### config.mk
export PLATFORM = sky130hd
export DESIGN_NAME = mem_seq_master_flat
export DESIGN_NICKNAME = d
export VERILOG_FILES = /design/src/rtl/mem_seq_master_pkg.sv /design/src/rtl/mem_seq_master_if.sv /design/src/rtl/mem_seq_master_lfsr.sv /design/src/rtl/mem_seq_master.sv /design/src/flat_wrapper.sv
export SDC_FILE = /design/constraint.sdc
export NUM_CORES = 1
export LEC_CHECK = 0
export BUFFER_PORTS_ARGS = -buffer_cell sky130_fd_sc_hd__buf_2
export CAP_MARGIN = 5
export CORE_MARGIN = 8
export CORE_UTILIZATION = 41
export DETAILED_ROUTE_END_ITERATION = 16
export PLACE_DENSITY_LB_ADDON = 0.3
export SLEW_MARGIN = 10
export SYNTH_ARGS = -nofsm -noshare
export SYNTH_HDL_FRONTEND = slang
export SYNTH_SLANG_ARGS = --single-unit
### constraint.sdc
create_clock -name clk_i -period 2.2 [get_ports clk_i]
set_input_delay 0.22 -clock clk_i [delete_from_list [all_inputs] [get_ports clk_i]]
set_output_delay 0.22 -clock clk_i [all_outputs]
set_load 0.02 [all_outputs]
### src/rtl/mem_seq_master_pkg.sv
// Shared definitions for the SRAM fill/verify sequencer.
// Holds the run mode encodings, the FSM state codes and a helper that maps
// mode 11 onto write+read-check. The control block and the bench import it too.
package mem_seq_master_pkg;

    localparam logic [1:0] MODE_WR_RD = 2'b00;
    localparam logic [1:0] MODE_WR    = 2'b01;
    localparam logic [1:0] MODE_RD    = 2'b10;

    typedef enum logic [1:0] {
        ST_IDLE = 2'd0,
        ST_WR   = 2'd1,
        ST_RD   = 2'd2,
        ST_DONE = 2'd3
    } state_t;

    // Mode 11 has no meaning of its own and behaves as write+read-check.
    function automatic logic [1:0] norm_mode(input logic [1:0] m);
        return (m == 2'b11) ? MODE_WR_RD : m;
    endfunction

endpackage

### src/rtl/mem_seq_master_if.sv
// Valid/ready SRAM request port.
//   valid    : request valid (initiator)
//   wr_rd_en : 1 = write, 0 = read (initiator)
//   addr     : request address (initiator)
//   wdata    : write data (initiator)
//   ready    : memory accepts/completes the request this cycle (memory)
//   rdata    : read data, valid when valid && ready && !wr_rd_en (memory)
interface mem_seq_master_if #(
    parameter int WIDTH      = 8,
    parameter int ADDR_WIDTH = 4
);
    logic                  valid;
    logic                  wr_rd_en;
    logic [ADDR_WIDTH-1:0] addr;
    logic [WIDTH-1:0]      wdata;
    logic                  ready;
    logic [WIDTH-1:0]      rdata;

    modport master (output valid, wr_rd_en, addr, wdata, input ready, rdata);
    modport slave  (input valid, wr_rd_en, addr, wdata, output ready, rdata);
endinterface

### src/rtl/mem_seq_master_lfsr.sv
// Galois LFSR (shift right, XOR with POLY when the bit shifted out is 1).
//   clk_i  : clock
//   clr_i  : synchronous active-high reset, loads the seed
//   load_i : reload the seed
//   step_i : advance one position (load wins)
//   q_o    : current value
module mem_lfsr #(
    parameter int               WIDTH = 8,
    parameter logic [WIDTH-1:0] SEED  = 8'hA5,
    parameter logic [WIDTH-1:0] POLY  = 8'hB8
) (
    input  logic             clk_i,
    input  logic             clr_i,
    input  logic             load_i,
    input  logic             step_i,
    output logic [WIDTH-1:0] q_o
);
    // An all-zero state would lock the register, so a zero seed becomes 1.
    localparam logic [WIDTH-1:0] SEED_NZ =
        (SEED == '0) ? {{(WIDTH-1){1'b0}}, 1'b1} : SEED;

    always_ff @(posedge clk_i) begin
        if (clr_i || load_i)
            q_o <= SEED_NZ;
        else if (step_i)
            q_o <= (q_o >> 1) ^ (q_o[0] ? POLY : '0);
    end
endmodule

### src/rtl/mem_seq_master.sv
// SRAM fill/verify initiator: writes a burst of LFSR data over a programmable
// address range, then reads the same range back and counts mismatches.
//   clk_i, clr_i      : clock, synchronous active-high reset
//   start_i, mode_i   : run request (sampled in IDLE only) and run mode
//   start_addr_i      : first address; the range wraps modulo DEPTH
//   count_i           : locations to access, clamped to DEPTH
//   busy_o, done_o    : run in progress / one-cycle end-of-run pulse
//   err_o, err_cnt_o  : sticky mismatch flag and mismatch count of the last run
//   first_err_addr_o  : address of the first mismatch
//   timeout_o         : last run aborted because ready never came
//   mem               : valid/ready memory port (master side)
//
// state   | meaning
// ST_IDLE | waiting for start_i
// ST_WR   | issuing writes of LFSR data
// ST_RD   | issuing reads, comparing against the regenerated LFSR sequence
// ST_DONE | one-cycle done_o pulse, then back to idle
module mem_seq_master
    import mem_seq_master_pkg::*;
#(
    parameter int               WIDTH      = 8,
    parameter int               DEPTH      = 16,
    parameter int               ADDR_WIDTH = $clog2(DEPTH),
    parameter logic [WIDTH-1:0] SEED       = 8'hA5,
    parameter logic [WIDTH-1:0] POLY       = 8'hB8,
    parameter int               TIMEOUT    = 64
) (
    input  logic                  clk_i,
    input  logic                  clr_i,
    input  logic                  start_i,
    input  logic [1:0]            mode_i,
    input  logic [ADDR_WIDTH-1:0] start_addr_i,
    input  logic [ADDR_WIDTH:0]   count_i,
    output logic                  busy_o,
    output logic                  done_o,
    output logic                  err_o,
    output logic [ADDR_WIDTH:0]   err_cnt_o,
    output logic [ADDR_WIDTH-1:0] first_err_addr_o,
    output logic                  timeout_o,
    mem_seq_master_if.master      mem
);
    localparam int            CW        = ADDR_WIDTH + 1;
    localparam logic [CW-1:0] DEPTH_C   = CW'(DEPTH);
    localparam int            TW        = $clog2(TIMEOUT + 1);
    localparam logic [TW-1:0] WAIT_LOAD = TW'(TIMEOUT - 1);

    state_t                state_q, state_n;
    logic [1:0]            mode_q;
    logic [ADDR_WIDTH-1:0] start_addr_q, addr_q, first_err_q;
    logic [CW-1:0]         count_q, remain_q, err_cnt_q, count_clamp;
    logic [TW-1:0]         wait_q;
    logic                  busy_q, err_q, timeout_q;
    logic [WIDTH-1:0]      lfsr_q;
    logic                  lfsr_load, lfsr_step;
    logic                  active, accept, last, expire;

    mem_lfsr #(.WIDTH(WIDTH), .SEED(SEED), .POLY(POLY)) u_lfsr (
        .clk_i  (clk_i),
        .clr_i  (clr_i),
        .load_i (lfsr_load),
        .step_i (lfsr_step),
        .q_o    (lfsr_q)
    );

    assign count_clamp = (count_i > DEPTH_C) ? DEPTH_C : count_i;
    assign active      = (state_q == ST_WR) || (state_q == ST_RD);
    assign accept      = active && mem.ready;
    assign last        = accept && (remain_q == CW'(1));
    // Wait timer counts down while stalled; expiry is the stall cycle at zero.
    assign expire      = active && !mem.ready && (wait_q == '0);

    assign mem.valid        = active;
    assign mem.wr_rd_en     = (state_q == ST_WR);
    assign mem.addr         = addr_q;
    assign mem.wdata        = (state_q == ST_WR) ? lfsr_q : '0;
    assign busy_o           = busy_q;
    assign done_o           = (state_q == ST_DONE);
    assign err_o            = err_q;
    assign err_cnt_o        = err_cnt_q;
    assign first_err_addr_o = first_err_q;
    assign timeout_o        = timeout_q;

    always_ff @(posedge clk_i) begin
        if (clr_i)
            state_q <= ST_IDLE;
        else
            state_q <= state_n;
    end

    always_comb begin
        state_n   = state_q;
        lfsr_load = 1'b0;
        lfsr_step = 1'b0;
        case (state_q)
            ST_IDLE: begin
                if (start_i) begin
                    lfsr_load = 1'b1;
                    if (count_clamp == '0)
                        state_n = ST_DONE;
                    else if (norm_mode(mode_i) == MODE_RD)
                        state_n = ST_RD;
                    else
                        state_n = ST_WR;
                end
            end
            ST_WR: begin
                if (expire) begin
                    state_n = ST_DONE;
                end else if (accept) begin
                    lfsr_step = 1'b1;
                    if (last) begin
                        if (mode_q == MODE_WR) begin
                            state_n = ST_DONE;
                        end else begin
                            // Read-back regenerates the sequence from the seed.
                            state_n   = ST_RD;
                            lfsr_load = 1'b1;
                            lfsr_step = 1'b0;
                        end
                    end
                end
            end
            ST_RD: begin
                if (expire)
                    state_n = ST_DONE;
                else if (accept) begin
                    lfsr_step = 1'b1;
                    if (last)
                        state_n = ST_DONE;
                end
            end
            ST_DONE: state_n = ST_IDLE;
            default: state_n = ST_IDLE;
        endcase
    end

    always_ff @(posedge clk_i) begin
        if (clr_i) begin
            mode_q       <= MODE_WR_RD;
            start_addr_q <= '0;
            addr_q       <= '0;
            count_q      <= '0;
            remain_q     <= '0;
            wait_q       <= '0;
            busy_q       <= 1'b0;
            err_q        <= 1'b0;
            err_cnt_q    <= '0;
            first_err_q  <= '0;
            timeout_q    <= 1'b0;
        end else begin
            case (state_q)
                ST_IDLE: begin
                    if (start_i) begin
                        mode_q       <= norm_mode(mode_i);
                        start_addr_q <= start_addr_i;
                        addr_q       <= start_addr_i;
                        count_q      <= count_clamp;
                        remain_q     <= count_clamp;
                        wait_q       <= WAIT_LOAD;
                        busy_q       <= 1'b1;
                        err_q        <= 1'b0;
                        err_cnt_q    <= '0;
                        first_err_q  <= '0;
                        timeout_q    <= 1'b0;
                    end
                end
                ST_WR, ST_RD: begin
                    if (accept) begin
                        wait_q   <= WAIT_LOAD;
                        addr_q   <= addr_q + 1'b1;
                        remain_q <= remain_q - 1'b1;
                        if (state_q == ST_RD && mem.rdata != lfsr_q) begin
                            err_q     <= 1'b1;
                            err_cnt_q <= err_cnt_q + 1'b1;
                            if (!err_q)
                                first_err_q <= addr_q;
                        end
                        if (state_q == ST_WR && last && mode_q != MODE_WR) begin
                            addr_q   <= start_addr_q;
                            remain_q <= count_q;
                        end
                    end else if (expire) begin
                        timeout_q <= 1'b1;
                    end else begin
                        wait_q <= wait_q - 1'b1;
                    end
                end
                ST_DONE: busy_q <= 1'b0;
                default: ;
            endcase
        end
    end
endmodule
### src/flat_wrapper.sv
// flat-port wrapper written by rule: the top's interface ports become plain ports
module mem_seq_master_flat import mem_seq_master_pkg::*;
#(
    parameter int               WIDTH      = 8,
    parameter int               DEPTH      = 16,
    parameter int               ADDR_WIDTH = $clog2(DEPTH),
    parameter logic [WIDTH-1:0] SEED       = 8'hA5,
    parameter logic [WIDTH-1:0] POLY       = 8'hB8,
    parameter int               TIMEOUT    = 64
)
  (clk_i, clr_i, start_i, mode_i, start_addr_i, count_i, busy_o, done_o, err_o, err_cnt_o, first_err_addr_o, timeout_o, mem_valid, mem_wr_rd_en, mem_addr, mem_wdata, mem_ready, mem_rdata);
  mem_seq_master_if #(.WIDTH(WIDTH), .ADDR_WIDTH(ADDR_WIDTH)) mem_i ();
  input  logic clk_i;
  input  logic clr_i;
  input  logic start_i;
  input  logic [1:0] mode_i;
  input  logic [ADDR_WIDTH-1:0] start_addr_i;
  input  logic [ADDR_WIDTH:0] count_i;
  output logic busy_o;
  output logic done_o;
  output logic err_o;
  output logic [ADDR_WIDTH:0] err_cnt_o;
  output logic [ADDR_WIDTH-1:0] first_err_addr_o;
  output logic timeout_o;
  output wire logic [$bits(mem_i.valid)-1:0] mem_valid;
  output wire logic [$bits(mem_i.wr_rd_en)-1:0] mem_wr_rd_en;
  output wire logic [$bits(mem_i.addr)-1:0] mem_addr;
  output wire logic [$bits(mem_i.wdata)-1:0] mem_wdata;
  input wire logic [$bits(mem_i.ready)-1:0] mem_ready;
  input wire logic [$bits(mem_i.rdata)-1:0] mem_rdata;
  assign mem_valid = mem_i.valid;
  assign mem_wr_rd_en = mem_i.wr_rd_en;
  assign mem_addr = mem_i.addr;
  assign mem_wdata = mem_i.wdata;
  assign mem_i.ready = mem_ready;
  assign mem_i.rdata = mem_rdata;
  mem_seq_master #(.WIDTH(WIDTH), .DEPTH(DEPTH), .ADDR_WIDTH(ADDR_WIDTH), .SEED(SEED), .POLY(POLY), .TIMEOUT(TIMEOUT)) u_core (.clk_i(clk_i), .clr_i(clr_i), .start_i(start_i), .mode_i(mode_i), .start_addr_i(start_addr_i), .count_i(count_i), .busy_o(busy_o), .done_o(done_o), .err_o(err_o), .err_cnt_o(err_cnt_o), .first_err_addr_o(first_err_addr_o), .timeout_o(timeout_o), .mem(mem_i));
endmodule
==> metrics.txt, run 1 <==
Compound-Gate Fraction of Synth Area=18.75%; ys async rst share=0%; DR iter-0 viols=around 130; post-synthesis cell count=314; Primary FF master, synth=dfxtp_1; WP data required=~2500 ps; Fmax=492.1 MHz; IO buf count=49; Vias/cell=5.424; average cell area after synthesis=around 8.4 um2; TNS Setup=0 ps; vias in the first global route=~2400; area delta synth->final=17.61%; IO Count=50; die area=9270 um2; Tcrit/Tclk final=between 90% and 100%; WL met1=3015 um; largest family of logic cells by synthesized area=simple AND/OR/NAND/NOR gates; register bit total from synthesis=49; Pwr Density=1284 nW/um2; Setup Skew=roughly 4.4 ps; worst slew pin tran=580.5 ps; outcome=finished clean; leakage power figure=1.336 nW; share of layout cells above drive strength 1=21.98%; Seq. cell area=983.4 um2; CTS resizes=0; hold slack=163.7 ps; Total GRT Usage=between 10% and 20%; metal3 WL=approximately 240 um; Crit path arrival time=2280 ps; Num CTS Buffers=5; # hold bufs at CTS=0; post-layout min period=about 2000 ps; gpl congestion=0.8421; final WL=6620 um; sequential share of the synthesized area=between 30% and 40%; CTS tree=done; Clk pin slew, worst setup/hold paths=90 ps; clock root buffer=clkbuf_8; initial antenna violation count=0; Die Y=roughly 96 um; post-synthesis mux area share=3.409%; Overall Power=0.003990 W; synthesized net count=between 300 and 400; first-pass GRT wire length=11340 um; worst min path class=input pin to flop; highest routed metal layer=met4; area leader, netlist=dfxtp_1; Final nets=396; largest net degree at the start of global routing=26; antenna cells=0; ANT nets after route=0; Yosys top cell area share=37.12%; final hold violations=0; type of origin of the critical path=flop; Final setup viols=0; drc violations=0; largest cells by area after synthesis=dfxtp_1 37%, a21oi_1 5.7%, nand2_1 5.0%, xor2_1 5.0%, ha_1 4.7%; Pre-Repair DR Iteration Count=4; Starting Density=42.10%; fill count=620; RSZ-0062 raised after global routing=no; Max Buffers Root-to-Sink=2; total congestion overflow=0; Post-synth EDFFs=0; Ys Warns=0; Crit. End Element=flop; placed insts=433; Synth Area in Simple Gates=23.96%; Setup Buffers After CTS=0; Avg WL per Cell=15.01 um; vias=2392; HPWL after DPL=between 4000 and 5000 um; area of the multi-input gates=1546 um2; unique cell type count in the Yosys netlist=46; # rows=29; Crit Path Category=flop to flop; CTS sink count=49; Final Util=roughly half; post-synthesis adder-cell area fraction=around 4.7%; Synth Area in XOR/XNOR=6.960%; Core ar.=6277 um2; met2 routed WL=3320 um; pins over their slew limit=0; Clock Latency Late Sink=approximately 300 ps; Worst VDD drop=a little under 700 uV; Max Cap Viol=0; H-tree depth=2; mapped cell area=2643 um2; Max FO, Critical Path=6; fin cells=between 400 and 500; Die W=96.28 um; worst rel slew slack=61.04%
-- kinds of logic (layout without fill, tap and decap cells) --
family          count (synthesis)  in the layout
compound gates                 78             78
buf+inv                        27             77
fa+ha+maj                      10             10
flops                          49             49
xor+xnor                       21             21
simple gates                  120            120
mux                             9              9
-- synth_stat cells, types with 4 or more instances --
library cell  instances
o211ai_1              9
nand4_1               5
o21ai_0               8
a21oi_1              30
nand3_1              13
xor2_1               15
nor2_1               16
buf_6                 4
ha_1                 10
nand2b_1              6
and2_1               11
o21ai_1               7
a31oi_1               7
inv_1                 8
xnor2_1               6
clkbuf_1             13
mux2i_1               9
nor2b_1               6
dfxtp_1              49
nand2_1              35
nor3_1                6
nand3b_1              6
-- worst max-delay path, cell delays in order, from the launching register on --
cell and delay, ps:
dfxtp_2 380, inv_2 60, ha_4 280, and4b_1 210, nand4_1 280, mux2i_1 200
a2111oi_1 420, a31o_1 150
-- layout make-up --
cell class | count | area share [%]
clock inverters | 1 | 0.9662
repair buffers | 61 | 10.79
flip-flops and latches | 49 | 31.64
well taps | 77 | 3.100
multi-input cells | 238 | 49.76
inverters | 8 | 0.9662
clock buffers | 7 | 2.778
-- final timing paths --
| path | cells past startpoint | slack, ps | start | endpoint |
|---|---|---|---|---|
| worst max-delay path | 7 | 170 | u_core.state_q[0] | u_core.mem.addr[1] |
| worst min-delay path | 3 | 160 | start_addr_i[3] | u_core.start_addr_q[3] |
| worst max register to register | 7 | 170 | u_core.state_q[0] | u_core.mem.addr[1] |
| worst min register to register | 2 | 460 | u_core.count_q[3] | u_core.count_q[3] |
-- state kept, by name (all words and copies together), names as in the netlist --
| register | cells |
|---|---|
| u_core.busy_o | 1 |
| u_core.start_addr_q | 4 |
| u_core.u_lfsr.q_o | 8 |
| u_core.err_cnt_o | 5 |
| u_core.wait_q | 7 |
| u_core.mem.addr | 4 |
| u_core.timeout_o | 1 |
| u_core.state_q | 2 |
| u_core.count_q | 5 |
| u_core.remain_q | 5 |
| u_core.err_o | 1 |
| u_core.mode_q | 2 |
| u_core.first_err_addr_o | 4 |
-- cells in the final DEF, fill, tap and decap left out, types with 7 or more instances in the layout --
| master | instances |
|---|---|
| o21ai_0 | 8 |
| buf_2 | 49 |
| o211ai_1 | 9 |
| dfxtp_1 | 47 |
| a31oi_1 | 7 |
| mux2i_1 | 9 |
| buf_4 | 12 |
| and2_1 | 11 |
| nor2_1 | 16 |
| o21ai_1 | 7 |
| ha_1 | 8 |
| xor2_1 | 15 |
| nand2_1 | 35 |
| nand3_1 | 13 |
| a21oi_1 | 30 |
-- layer usage --
metal  up-vias  GRT usage, %
li1       1209             -
met1      1147         19.00
met2        31         26.33
met3         5         2.886
met4         0         3.201
met5         -             0
-- power breakdown --
group	internal, W	leakage [nW]	total (W)	switching [W]
registers	0.00109	0.402	0.00129	0.000197
clock network	0.000371	0.0585	0.000680	0.000309
logic	0.000834	0.875	0.00202	0.00119
total	0.00230	1.34	0.00399	0.00169
-- metrics by stage --
stage               setup slack, ps  instance area [um2]
global route                  8.065                 3108
floorplan                    -48.88                 2658
CTS                           87.63                 3102
detailed placement            110.7                 2985
global placement              169.5                 2985
finish                        167.9                 3108
Note: power is estimated with default switching activity, not from simulation.
==> inputs of run 2 (changes only) <==
ABC_AREA = 1   (was unset)
==> metrics.txt, run 2 <==
CTS tree=done; Tcrit/Tclk final=about nine tenths; H-tree depth=2; IO Count=50; Die Y=just under 100 um; Die W=slightly below 100 um; # hold bufs at CTS=0; Max Cap Viol=0; antenna cells=0; Clk pin slew, worst setup/hold paths=90 ps; initial antenna violation count=0; ANT nets after route=0; DR iter-0 viols=80; Vias/cell=5.082; worst slew pin tran=411.9 ps; Worst VDD drop=551.4 uV; type of origin of the critical path=flop; sequential share of the synthesized area=between 30 and 40%; commonest non-fill, non-tap cell in the layout=nand2_1; CP most frequent cell=inv_1; area delta synth->final=14.81%; Primary FF master, synth=dfxtp_1; CTS sink count=49; post-layout min period=1939 ps; die area=9544 um2; Crit Path Category=flop to flop; mapped cell area=around 2700 um2; Starting Density=a little over two fifths; max reg flops=8; first-pass GRT wire length=12270 um; Post-synth EDFFs=0; HPWL after DPL=5233 um; hold slack=162.7 ps; # rows=29; Final nets=479; synthesized net count=430; average cell area after synthesis=6.893 um2; Final setup viols=0; ys async rst share=0%; worst min path class=input pin to flop; RSZ-0062 raised after global routing=no; most instantiated cells after synthesis=85 x nand2_1, 51 x inv_1, 49 x dfxtp_1; register bit total from synthesis=between 40 and 50; Core ar.=6386 um2; clock root buffer=clkbuf_8; pins over their slew limit=0; most frequent cells in the layout=85 x nand2_1, 51 x inv_1, 49 x buf_2, 49 x dfxtp_1, 41 x a21oi_1; area leader, netlist=dfxtp_1; final WL=6973 um; Max Buffers Root-to-Sink=2; final hold violations=0; Max FO, Critical Path=20; leakage power figure=around 1.6 nW; Setup Skew=6.879 ps; Final Util=49.20%; Crit. End Element=flop; unique cell type count in the Yosys netlist=31; Reg with most FFs=u_core.u_lfsr.q_o; Ys Warns=0; largest cells by area after synthesis=dfxtp_1 36%, nand2_1 12%, a21oi_1 7.5%, inv_1 7.0%, o21ai_0 6.2%; drc violations=0; WP data required=2400 ps; Avg WL per Cell=13.33 um; worst rel slew slack=72.47%; IO buf count=49; share of layout cells above drive strength 1=17.04%; Pre-Repair DR Iteration Count=4; Post-DP Area=approximately 3000 um2; R2R setup slack=260 ps; TNS Setup=0 ps; Crit path arrival time=2130 ps; crit-path max cell delay=370 ps; vias=2658; Pwr Density=1178 nW/um2; most common cell in the netlist=nand2_1; Overall Power=0.003702 W; Yosys top cell area share=35.85%; outcome=finished clean; critical path's slowest cell=dfxtp_1; sequence of cells on the critical path=inv_1, ha_1, inv_2, buf_4, nor2_1, o21ai_2, inv_1, o21ai_0, a21oi_1; vias in the first global route=2562; biggest registers after layout=u_core.u_lfsr.q_o: 8 flops, u_core.wait_q: 7 flops; largest net degree at the start of global routing=25; total congestion overflow=0; Total GRT Usage=approximately 15%; Clock Latency Late Sink=300 ps; Fmax=~520 MHz; Finished Cell Area=3142 um2; Num CTS Buffers=5; gpl congestion=0.9012; post-synthesis cell count=397
[run 2: changes by cell type in the layout (fill, tap and decap cells not counted), sizes merged, moves of 5 or more]
cell,delta
a21oi,+11
and2,-11
buf,-5
inv,+46
mux2i,-9
nand2,+53
nand2b,-6
nand3,+11
nand3b,-5
nor2,+18
nor2b,-7
o21ai,+23
xor2,-8
[run 2: layout make-up]
| cell class | count | area, um2 |
|---|---|---|
| multi-input cells | 280 | 1474 |
| inverters | 54 | 202.7 |
| clock inverters | 1 | 7.507 |
| repair buffers | 56 | 297.8 |
| flip-flops and latches | 49 | 980.9 |
| clock buffers | 6 | 82.58 |
| fillers | 676 | 3244 |
| well taps | 77 | 96.34 |
[run 2: path summary, 6_finish.rpt]
check	startpoint	to	cells past startpoint
worst max register to register	u_core.state_q[0]	u_core.remain_q[2]	9
worst min register to register	u_core.wait_q[0]	u_core.wait_q[0]	1
worst max-delay path	u_core.state_q[0]	u_core.remain_q[2]	9
worst min-delay path	start_addr_i[3]	u_core.start_addr_q[3]	3
[run 2: power breakdown]
| group | total, W | internal [W] | switching [W] |
|---|---|---|---|
| clock network | 0.000554 | 0.000249 | 0.000305 |
| logic | 0.00188 | 0.000639 | 0.00124 |
| registers | 0.00127 | 0.00109 | 0.000180 |
| total | 0.00370 | 0.00198 | 0.00172 |
[run 2: repair_timing]
action,CTS,global route
setup buffers,0,0
gates resized for setup,0,1
endpoints found under the setup margin,0,1
[run 2: cell families after synthesis]
| family | share of synthesized area [%] |
|---|---|
| flip-flops | 35.85 |
| AND/OR/NAND/NOR | 25.42 |
| XOR/XNOR | 4.801 |
| AO/OA/AOI/OAI | 18.98 |
| buffers and inverters | 10.38 |
| adder cells (fa/ha/maj) | 4.572 |
[run 2: stage by stage]
step / setup slack, ps / cells
final: 261.2 / 523
after global routing: 14.94 / 523
after CTS: 226.3 / 523
after detailed placement: 246.7 / 516
after global placement: 274.7 / 516
after floorplan: 367.3 / 397
[run 2: routing by layer]
layer	GRT usage, %	vias up	wire, um
li1	-	1395	-
met1	18.59	1201	3223
met2	25.19	54	3392
met3	3.058	8	261
met4	4.779	0	96
met5	0	-	0
[run 2: worst max-delay path: cells and delay by family, from the launching register on]
kind                       cells  cell delay, ps
AOI/OAI and AO/OA              3             390
adders and majority gates      1             370
and+or+nand+nor                1              80
DFF                            1             370
buffers and inverters          4             630
==> inputs of run 3 (changes only) <==
--- a/config.mk
+++ b/config.mk
@@ -12,2 +12,3 @@
 export CORE_UTILIZATION = 41
+export CTS_BUF_LIST = sky130_fd_sc_hd__clkbuf_4 sky130_fd_sc_hd__clkbuf_8
 export DETAILED_ROUTE_END_ITERATION = 16
@@ -17,2 +18,3 @@
 export SYNTH_HDL_FRONTEND = slang
+export SYNTH_HIERARCHICAL = 1
 export SYNTH_SLANG_ARGS = --single-unit
==> constraint.sdc (replaced) <==
create_clock -name clk_i -period 2.2 [get_ports clk_i]
set_input_delay 0.44 -clock clk_i [delete_from_list [all_inputs] [get_ports clk_i]]
set_output_delay 0.44 -clock clk_i [all_outputs]
set_load 0.02 [all_outputs]
==> metrics.txt, run 3 <==
worst flop-to-flop path endpoint=u_core/u_lfsr/q_o[4]; most common cell in the netlist=nand2_1; critical path's slowest cell=dfxtp_1; type of origin of the critical path=flop; final worst slack=55.81 ps; area delta synth->final=16.03%; Post-synth EDFFs=0; sequential share of the synthesized area=33.60%; largest cells by area after synthesis=dfxtp_1 34%, nand2_1 15%, inv_1 8.6%, a21oi_1 6.7%, nand3_1 6.0%; clock share of power=about an eighth; area leader, netlist=dfxtp_1; IO buf count=49; Die W=100.4 um; Setup Skew=14.49 ps; area of the multi-input gates=1609 um2; Switch Pwr=0.002248 W; Num CTS Buffers=5; initial antenna violation count=0; ys async rst share=0%; Compound-Gate Fraction of Synth Area=14.14%; Reg with most FFs=u_core/u_lfsr/q_o; total congestion overflow=0; hold_sp=start_addr_i[0]; Max FO, Critical Path=18; Starting Density=a little over two fifths; register bit total from synthesis=49; Hold Path Sink=u_core/start_addr_q[0]; gpl congestion=approximately 0.9; largest family of logic cells by synthesized area=simple AND/OR/NAND/NOR gates; Clock Latency Late Sink=310 ps; Final nets=525; Crit Path Category=flop to output port; first-pass GRT wire length=12650 um; H-tree depth=2; Tcrit/Tclk final=a little over nine tenths; commonest non-fill, non-tap cell in the layout=nand2_1; Max Buffers Root-to-Sink=2; synthesized net count=471; Hold Path Stages=3; vias in the first global route=around 2900; crit-path max cell delay=approximately 420 ps; Worst VDD drop=619.3 uV; Fmax=466.4 MHz; IO Count=50; Yosys top cell area share=33.60%; Synth Area in Simple Gates=approximately a third; Vias/cell=4.859; mapped cell area=2919 um2; Pwr Density=between 1000 and 1500 nW/um2; fill count=between 700 and 800; share of layout cells above drive strength 1=approximately a fifth; worst slew pin tran=509.5 ps; Synth Area in XOR/XNOR=3.000%; clock root buffer=clkbuf_8; average cell area after synthesis=6.664 um2; unique cell type count in the Yosys netlist=32; HPWL after DPL=5544 um; Seq. cell area=slightly below 1000 um2; most frequent cells in the layout=113 x nand2_1, 67 x inv_1, 49 x buf_2, 49 x dfxtp_1, 39 x a21oi_1; most instantiated cells after synthesis=114 x nand2_1, 67 x inv_1, 49 x dfxtp_1; Clk pin slew, worst setup/hold paths=approximately 100 ps; max reg flops=8; Crit. End Element=output port; DR iter-0 viols=between 150 and 200; drc violations=0; biggest registers after layout=u_core/u_lfsr/q_o: 8 flops, u_core/wait_q: 7 flops; Core ar.=6832 um2; post-layout min period=2144 ps; R2R setup slack=roughly 180 ps; final WL=7210 um; post-synthesis mux area share=0%; worst min path class=input pin to flop; WP data required=between 1500 and 2000 ps; Final setup viols=0; outcome=finished clean; Max Cap Viol=0; Reg2Reg Launch Point=u_core/state_q[1]; final hold violations=0; R2R cell count=13; Die Y=100.4 um; Avg WL per Cell=about 12 um; Total GRT Usage=15.03%; post-synthesis adder-cell area fraction=4.286%; pins over their slew limit=0; Pre-Repair DR Iteration Count=4; switching share of power=49.76%; Crit path arrival time=1700 ps; Internal Pwr Total=approximately 0.0023 W; # rows=30; largest net degree at the start of global routing=19; CTS tree=done; share of power burned in registers=between 20% and 30%; Ys Warns=6; antenna cells=0; ANT nets after route=0; power share of the combinational group=around 58%; Primary FF master, synth=dfxtp_1; die area=10080 um2; fin cells=589; worst rel slew slack=65.77%; vias=2862; worst slack, placed=around 170 ps; sequence of cells on the critical path=inv_1, ha_2, buf_4, buf_2; leakage power figure=between 1.5 and 2 nW; CTS sink count=49; placed insts=581; post-synthesis cell count=438
-- run 3: cell types whose count changed after synthesis, moves of 5 or more --
cell     previous run  this run
nand3_1            24        35
xnor2_1             8         3
nand2_1            85       114
a31oi_1             7         0
inv_1              51        67
o21ai_0            34        19
-- run 3: worst max-delay path by stage --
stage	start	to	slack, ps	depth (start not counted)
after global placement	u_core/state_q[0]	u_core/u_lfsr/q_o[4]	260	13
after CTS	u_core/state_q[0]	mem_valid	30	4
after global routing	u_core/state_q[1]	mem_valid	-40	4
final	u_core/state_q[1]	mem_valid	60	4
after detailed placement	u_core/state_q[0]	u_core/wait_q[1]	170	9
after floorplan	u_core/state_q[0]	u_core/u_lfsr/q_o[4]	130	14
-- run 3: worst max-delay path, delay by kind of cell, from the launching register on --
family,cells,cell delay (ps)
adder cells (fa/ha/maj),1,410
buffers and inverters,3,570
flip-flops,1,420
-- run 3: through the flow --
step / total power, W / instance area, um2 / setup TNS [ps] / utilization (%) / hold slack [ps]
finish: 0.004517 / 3387 / 0 / 49.58 / 382.9
global route: 0.004961 / 3387 / -69.47 / 49.58 / 396.9
CTS: 0.004520 / 3382 / 0 / 49.51 / 370.1
detailed placement: 0.003964 / 3291 / 0 / 48.17 / 447.2
global placement: 0.003913 / 3291 / 0 / 48.17 / 442.5
floorplan: 0.003345 / 2919 / 0 / - / 430.1
-- run 3: what timing repair did --
action,CTS,global route
hold buffers,0,0
setup endpoints to repair,0,5
gates resized for setup,0,2
setup buffers,0,0
-- run 3: metal layers --
metal | share of wire [%] | GRT usage, % | vias up
li1 | - | - | 1495
met1 | 47 | 17.58 | 1273
met2 | 46 | 26.36 | 82
met3 | 6.0 | 3.045 | 12
met4 | 1.5 | 5.349 | 0
met5 | 0 | 0 | -
-- run 3: cell families after synthesis --
family | count (synthesis)
buffers and inverters | 83
AND/OR/NAND/NOR | 212
flip-flops | 49
XOR/XNOR | 10
adder cells (fa/ha/maj) | 10
AO/OA/AOI/OAI | 74
-- run 3: power groups by stage --
stage,logic (W),clock network (W),registers (W)
3_5_place_dp,0.00260,0,0.00137
4_1_cts,0.00260,0.000567,0.00135
2_1_floorplan,0.00194,0,0.00141
6_report,0.00262,0.000550,0.00135
3_3_place_gp,0.00255,0,0.00136
5_1_grt,0.00298,0.000594,0.00139
-- run 3: layout make-up --
cell class	instances	share of cell area, %
clock buffer	6	2.253
clock inverter	2	0.4433
tap	96	3.546
timing repair buffer	58	9.235
multi-input combinational	306	47.51
inverter	72	8.053
sequential	49	28.96
